<file path="src/rtl/imm_extend_stage.sv">
// -----------------------------------------------------------------------------
// imm_extend_stage
//
// Registered immediate-generation stage sitting between instruction fetch and
// the operand/ALU stage of the 16-bit accumulator processor. One instruction
// word is accepted per valid/ready handshake. The immediate field chosen by
// imm_sel is sign- or zero-extended to 16 bits. A prefix word (opcode
// PFX_OPCODE in instr[15:12]) supplies the upper 12 bits of a full 16-bit
// immediate for the next non-prefix word. Results leave through a one-entry
// valid/ready output register.
//
// Ports:
//   clk          in   1   rising-edge clock
//   reset        in   1   synchronous active-high reset
//   flush        in   1   synchronous flush: drops held prefix, output entry
//                         and the input word presented in the same cycle
//   in_valid     in   1   instr_in / imm_sel valid
//   in_ready     out  1   stage can accept this cycle (!out_valid || out_ready)
//   instr_in     in  16   instruction word
//   imm_sel      in   2   0: instr[0] x16, 1: instr[3:0] sext,
//                         2: instr[7:0] sext, 3: instr[7:0] zext
//   out_valid    out  1   output entry holds a result
//   out_ready    in   1   downstream consumes this cycle
//   out_imm      out 16   extended immediate
//   out_instr    out 16   instruction word the immediate belongs to
//   out_prefixed out  1   out_imm was built from a prefix
//   pfx_overrun  out  1   one-cycle pulse: a prefix replaced an unused prefix
// -----------------------------------------------------------------------------
module imm_extend_stage #(
    parameter logic [3:0] PFX_OPCODE = 4'hF
) (
    input  logic        clk,
    input  logic        reset,
    input  logic        flush,
    input  logic        in_valid,
    output logic        in_ready,
    input  logic [15:0] instr_in,
    input  logic [1:0]  imm_sel,
    output logic        out_valid,
    input  logic        out_ready,
    output logic [15:0] out_imm,
    output logic [15:0] out_instr,
    output logic        out_prefixed,
    output logic        pfx_overrun
);

    // Prefix tracking states
    localparam logic [0:0] ST_NOPFX   = 1'b0;
    localparam logic [0:0] ST_HAVEPFX = 1'b1;

    // Extension format encodings
    localparam logic [1:0] SEL_BIT0   = 2'd0;
    localparam logic [1:0] SEL_NIB_S  = 2'd1;
    localparam logic [1:0] SEL_BYTE_S = 2'd2;
    localparam logic [1:0] SEL_BYTE_Z = 2'd3;

    // Pure bit-replication extension of the selected immediate field.
    function automatic logic [15:0] extend_imm(input logic [15:0] instr,
                                               input logic [1:0]  sel);
        logic [15:0] res;
        case (sel)
            SEL_BIT0:   res = {16{instr[0]}};
            SEL_NIB_S:  res = {{12{instr[3]}}, instr[3:0]};
            SEL_BYTE_S: res = {{8{instr[7]}}, instr[7:0]};
            SEL_BYTE_Z: res = {8'h00, instr[7:0]};
            default:    res = 16'h0000;
        endcase
        return res;
    endfunction

    // State and output registers
    logic [0:0]  state_r;
    logic [11:0] pfx_r;
    logic        out_valid_r;
    logic [15:0] out_imm_r;
    logic [15:0] out_instr_r;
    logic        out_prefixed_r;
    logic        pfx_overrun_r;

    // Next-state values
    logic [0:0]  state_nxt_s;
    logic [11:0] pfx_nxt_s;
    logic        out_valid_nxt_s;
    logic [15:0] out_imm_nxt_s;
    logic [15:0] out_instr_nxt_s;
    logic        out_prefixed_nxt_s;
    logic        pfx_overrun_nxt_s;

    // Handshake qualifiers
    logic        in_ready_s;
    logic        accept_s;
    logic        consume_s;
    logic        is_pfx_s;

    // Ready only looks at the output register and downstream ready, so no
    // combinational path exists from instr_in to any output.
    assign in_ready_s = !out_valid_r || out_ready;
    assign accept_s   = in_valid && in_ready_s;
    assign consume_s  = out_valid_r && out_ready;
    assign is_pfx_s   = (instr_in[15:12] == PFX_OPCODE);

    // Next-state computation for prefix tracking and the output entry
    always_comb begin
        state_nxt_s        = state_r;
        pfx_nxt_s          = pfx_r;
        out_imm_nxt_s      = out_imm_r;
        out_instr_nxt_s    = out_instr_r;
        out_prefixed_nxt_s = out_prefixed_r;
        pfx_overrun_nxt_s  = 1'b0;

        // A consumed entry empties unless a new result replaces it below.
        if (consume_s) begin
            out_valid_nxt_s = 1'b0;
        end else begin
            out_valid_nxt_s = out_valid_r;
        end

        if (accept_s) begin
            if (is_pfx_s) begin
                // Prefix words only load the payload; they produce no entry.
                pfx_nxt_s         = instr_in[11:0];
                state_nxt_s       = ST_HAVEPFX;
                pfx_overrun_nxt_s = (state_r == ST_HAVEPFX);
            end else begin
                out_instr_nxt_s = instr_in;
                out_valid_nxt_s = 1'b1;
                state_nxt_s     = ST_NOPFX;
                case (state_r)
                    ST_HAVEPFX: begin
                        // Prefixed form ignores imm_sel entirely.
                        out_imm_nxt_s      = {pfx_r, instr_in[3:0]};
                        out_prefixed_nxt_s = 1'b1;
                    end
                    ST_NOPFX: begin
                        out_imm_nxt_s      = extend_imm(instr_in, imm_sel);
                        out_prefixed_nxt_s = 1'b0;
                    end
                    default: begin
                        out_imm_nxt_s      = extend_imm(instr_in, imm_sel);
                        out_prefixed_nxt_s = 1'b0;
                    end
                endcase
            end
        end else begin
            state_nxt_s = state_r;
        end
    end

    // Register update with reset > flush > normal priority
    always_ff @(posedge clk) begin
        if (reset) begin
            state_r        <= ST_NOPFX;
            pfx_r          <= 12'h000;
            out_valid_r    <= 1'b0;
            out_imm_r      <= 16'h0000;
            out_instr_r    <= 16'h0000;
            out_prefixed_r <= 1'b0;
            pfx_overrun_r  <= 1'b0;
        end else if (flush) begin
            // The word presented during flush is dropped; data fields hold.
            state_r        <= ST_NOPFX;
            out_valid_r    <= 1'b0;
            pfx_overrun_r  <= 1'b0;
        end else begin
            state_r        <= state_nxt_s;
            pfx_r          <= pfx_nxt_s;
            out_valid_r    <= out_valid_nxt_s;
            out_imm_r      <= out_imm_nxt_s;
            out_instr_r    <= out_instr_nxt_s;
            out_prefixed_r <= out_prefixed_nxt_s;
            pfx_overrun_r  <= pfx_overrun_nxt_s;
        end
    end

    assign in_ready     = in_ready_s;
    assign out_valid    = out_valid_r;
    assign out_imm      = out_imm_r;
    assign out_instr    = out_instr_r;
    assign out_prefixed = out_prefixed_r;
    assign pfx_overrun  = pfx_overrun_r;

endmodule

</file>
<file path="config.mk">
export PLATFORM = sky130hd
export DESIGN_NAME = imm_extend_stage
export DESIGN_NICKNAME = d
export VERILOG_FILES = /design/src/rtl/imm_extend_stage.sv
export SDC_FILE = /design/constraint.sdc
export NUM_CORES = 1
export LEC_CHECK = 0
export BUFFER_PORTS_ARGS = -buffer_cell sky130_fd_sc_hd__buf_4
export CAP_MARGIN = 5
export CORE_MARGIN = 2
export CORE_UTILIZATION = 50
export DETAILED_ROUTE_END_ITERATION = 6
export HOLD_SLACK_MARGIN = 0.03
export PLACE_DENSITY = 0.85
export SYNTH_ARGS = -nofsm -noshare
export SYNTH_HDL_FRONTEND = slang
export SYNTH_SLANG_ARGS = --single-unit
export TNS_END_PERCENT = 10
</file>
<file path="constraint.sdc">
create_clock -name clk -period 2.2 [get_ports clk]
set_input_delay 0 -clock clk [delete_from_list [all_inputs] [get_ports clk]]
set_output_delay 0 -clock clk [all_outputs]
set_load 0.02 [all_outputs]
</file>
==> impl_results.md <==
- Outcome: finished clean
- Netlist Area Pre-Place: around 0.0022 mm²
- Fin Clk Skew: 0.00604 ns
- Worst hold path class: in -> reg
- Crit-path slowest cell: dlygate4sd3_1
- I/O pins: 59
- Max Slew Vio Count: 0
- Unique masters post-synth: 32
- Actual slew at the worst max-slew pin: 0.649 ns
- Post-synth top area share: 0.424
- Kind of start point of the critical path: input port
- Synthesized flop and latch total: 47
- Switching Power: 0.000482 W
- Root Buffer: clkbuf_8
- Internal Power: between 0.001 and 0.0015 W
- Largest area contributor in the netlist: dfxtp_1
- Via/cell ratio: 6.50
- Clock transition at path regs: 0.08 ns
- Crit path to: state_r
- Post-synthesis instance total: about 240
- DRT Wirelength: 6410 µm
- Crit path DAT: 2.21 ns
- Die width: 70.6 µm
- Clock H-tree levels: 2
- Layout cell share with drive strength beyond 1: 0.274
- Clk buf depth: 2
- WP depth: 7
- Largest net degree at the start of global routing: 49
- CTS resizes: 0
- Delay-heaviest family, CP: buffers and inverters
- Area Overhead vs Synth: 30.1%
- Fin crit period: 1.97 ns
- CP Class: in -> reg
- HPWL Detailed: 3780 µm
- Die area: 0.00499 mm²
- Die height: roughly 71 µm
- Register area share after synthesis: 0.424
- CTS tree: done
- Final Wtd Congestion: 0.798
- Clock share of power: 0.336
- Worst slew margin: 0.567
- Gr ovfl total: 0
- Initial core utilization: 0.514
- Combinational share of power: 0.173
- Post-CTS Setup Bufs: 0
- Power Dens Cells: 635 mW/mm²
- Peak Freq: 0.508 GHz
- Worst-Skew Late Latency: approximately 0.30 ns
- RSZ-0062 raised after global routing: no
- Synth top area cells: dfxtp_1, o31ai_1, nand4_1
- Seq pwr share: 0.491
- Wire per inst: 18.0 µm
- Vias in the first global route: 2105
- LEAKAGE: 1.10 nW
- All-Layer GR Usage: 0.255
- WP buf/inv: 4
- Worst path required time: ~2.5 ns
- Clk sinks: 47
- Cell depth of the worst flop-to-flop path: 4
- DR pass1 iterations: 5
- CTS buffer count: 5
- Switching Fraction: 0.263
- Critical Path Start: instr_in[15]
- Port Buffers: between 50 and 60
- Placed insts: 330
- Post-Syn Nets: 267
- Antenna cells: 0
- Initial DRC count: approximately 280
- Nets@finish: 326
- Worst setup EP type: register
- DR vias: 2306
- First-pass GRT wire length: between 10000 and 15000 µm
- Final setup viols: 0
- Post-route DRC: 0
- FF-to-FF End: state_r
- Post-DRT Antenna Nets: 0
- Most common cell after layout, fill and taps aside: buf_4
- Initial antenna violation count: 0
- Largest vdd supply drop: 0.435 mV
- Worst-path maximum fanout: 10
- Commonest non-fill, non-tap cells in the layout: buf_4, dfxtp_1, a21oi_1
- Core Region: 0.00432 mm²
- Cells along the critical path: dlygate4sd3_1 -> buf_4 -> and4_1 -> buf_4 -> nand3_1 -> a211oi_1 -> dlygate4sd3_1
- Warnings, synthesis: 0
- Fin crit share: 0.895
- Hold Violations, Final: 0
- Biggest cell delay along the critical path: between 0.5 and 0.6 ns
- Max_cap viols: 0
- Worst r2r src: state_r
- Std cell rows: 24
- Synthesized area per cell: 9.10 µm²
- R2r setup slk: 0.27 ns
- Non-filler cells, final: 355
- Setup TNS: 0 ns
## cells in the mapped netlist, drive strengths merged
library cell	number
nand2b	5
a21o	1
clkbuf	9
o41ai	8
a221oi	1
or3	1
and2b	2
nor2b	1
o31ai	29
a31oi	7
a21oi	33
nand4	30
nor4b	1
and4	1
nor2	8
buf	25
nand3	3
dfxtp	47
o211ai	4
nand2	4
a311oi	4
nor3	3
a211oi	4
mux2	1
o311ai	8
inv	4
## final cells by class
cell class	count	area (µm²)
clock buffer	6	72.6
clock inverter	1	30.0
fill	358	1430
inverter	4	15.0
multi-input combinational	159	1080
sequential	47	941
tap	52	65.1
timing repair buffer	86	691
## how the worst min path moves through the flow
stage	from	to	slack (ns)	cells past startpoint
2_1_floorplan	flush	state_r	0.08	1
3_3_place_gp	flush	state_r	0.20	2
3_5_place_dp	flush	state_r	0.20	2
4_1_cts	in_valid	out_valid	0.03	3
5_1_grt	in_valid	out_valid	0.06	3
6_report	in_valid	out_valid	0.03	3
## registers in the layout (all words and copies together) (netlist names)
| register | flops |
|---|---|
| out_instr | 15 |
| out_valid | 1 |
| pfx_r | 12 |
| pfx_overrun | 1 |
| state_r | 1 |
| out_imm | 16 |
| out_prefixed | 1 |
## what timing repair did
action	CTS	global route
setup endpoints to repair	0	0
hold buffers	18	0
hold endpoints to repair	29	0
## per-stage QoR
step                setup WS, ns  hold slack [ns]  power (W)  cell area, µm²  utilization
floorplan                  0.884           0.0785    0.00109            2220            -
global placement           0.743            0.196    0.00120            2610        0.603
detailed placement         0.617            0.199    0.00121            2610        0.603
CTS                        0.303           0.0316    0.00183            2890        0.668
global route               0.118           0.0582    0.00190            2890        0.668
finish                     0.232           0.0349    0.00183            2890        0.668
## per-layer routing
metal | share of wire | wire length [µm] | GRT usage
met1 | 0.42 | 2710 | 0.349
met2 | 0.49 | 3110 | 0.413
met3 | 0.086 | 550 | 0.0484
met4 | 0.0064 | 41 | 0.0734
met5 | 0 | 0 | 0
## worst register-to-register path, delay by kind of cell (launching register included)
| kind | cells | cell delay, ns |
|---|---|---|
| flip-flops | 1 | 0.56 |
| buffers and inverters | 2 | 0.88 |
| AO/OA/AOI/OAI | 2 | 0.44 |
## cell families after synthesis
family	after synthesis	synth area share
compound gates	99	0.313
buf+inv	38	0.0918
flops	47	0.424
mux	1	0.00676
simple gates	59	0.165
## power by group through the flow
stage / clock network (W) / logic, W / registers, W
finish: 0.000616 / 0.000318 / 0.000901
detailed placement: 0 / 0.000286 / 0.000920
global route: 0.000660 / 0.000338 / 0.000904
global placement: 0 / 0.000281 / 0.000919
CTS: 0.000620 / 0.000312 / 0.000900
floorplan: 0 / 0.000137 / 0.000955
No activity file was read; power rests on OpenSTA's default activity.
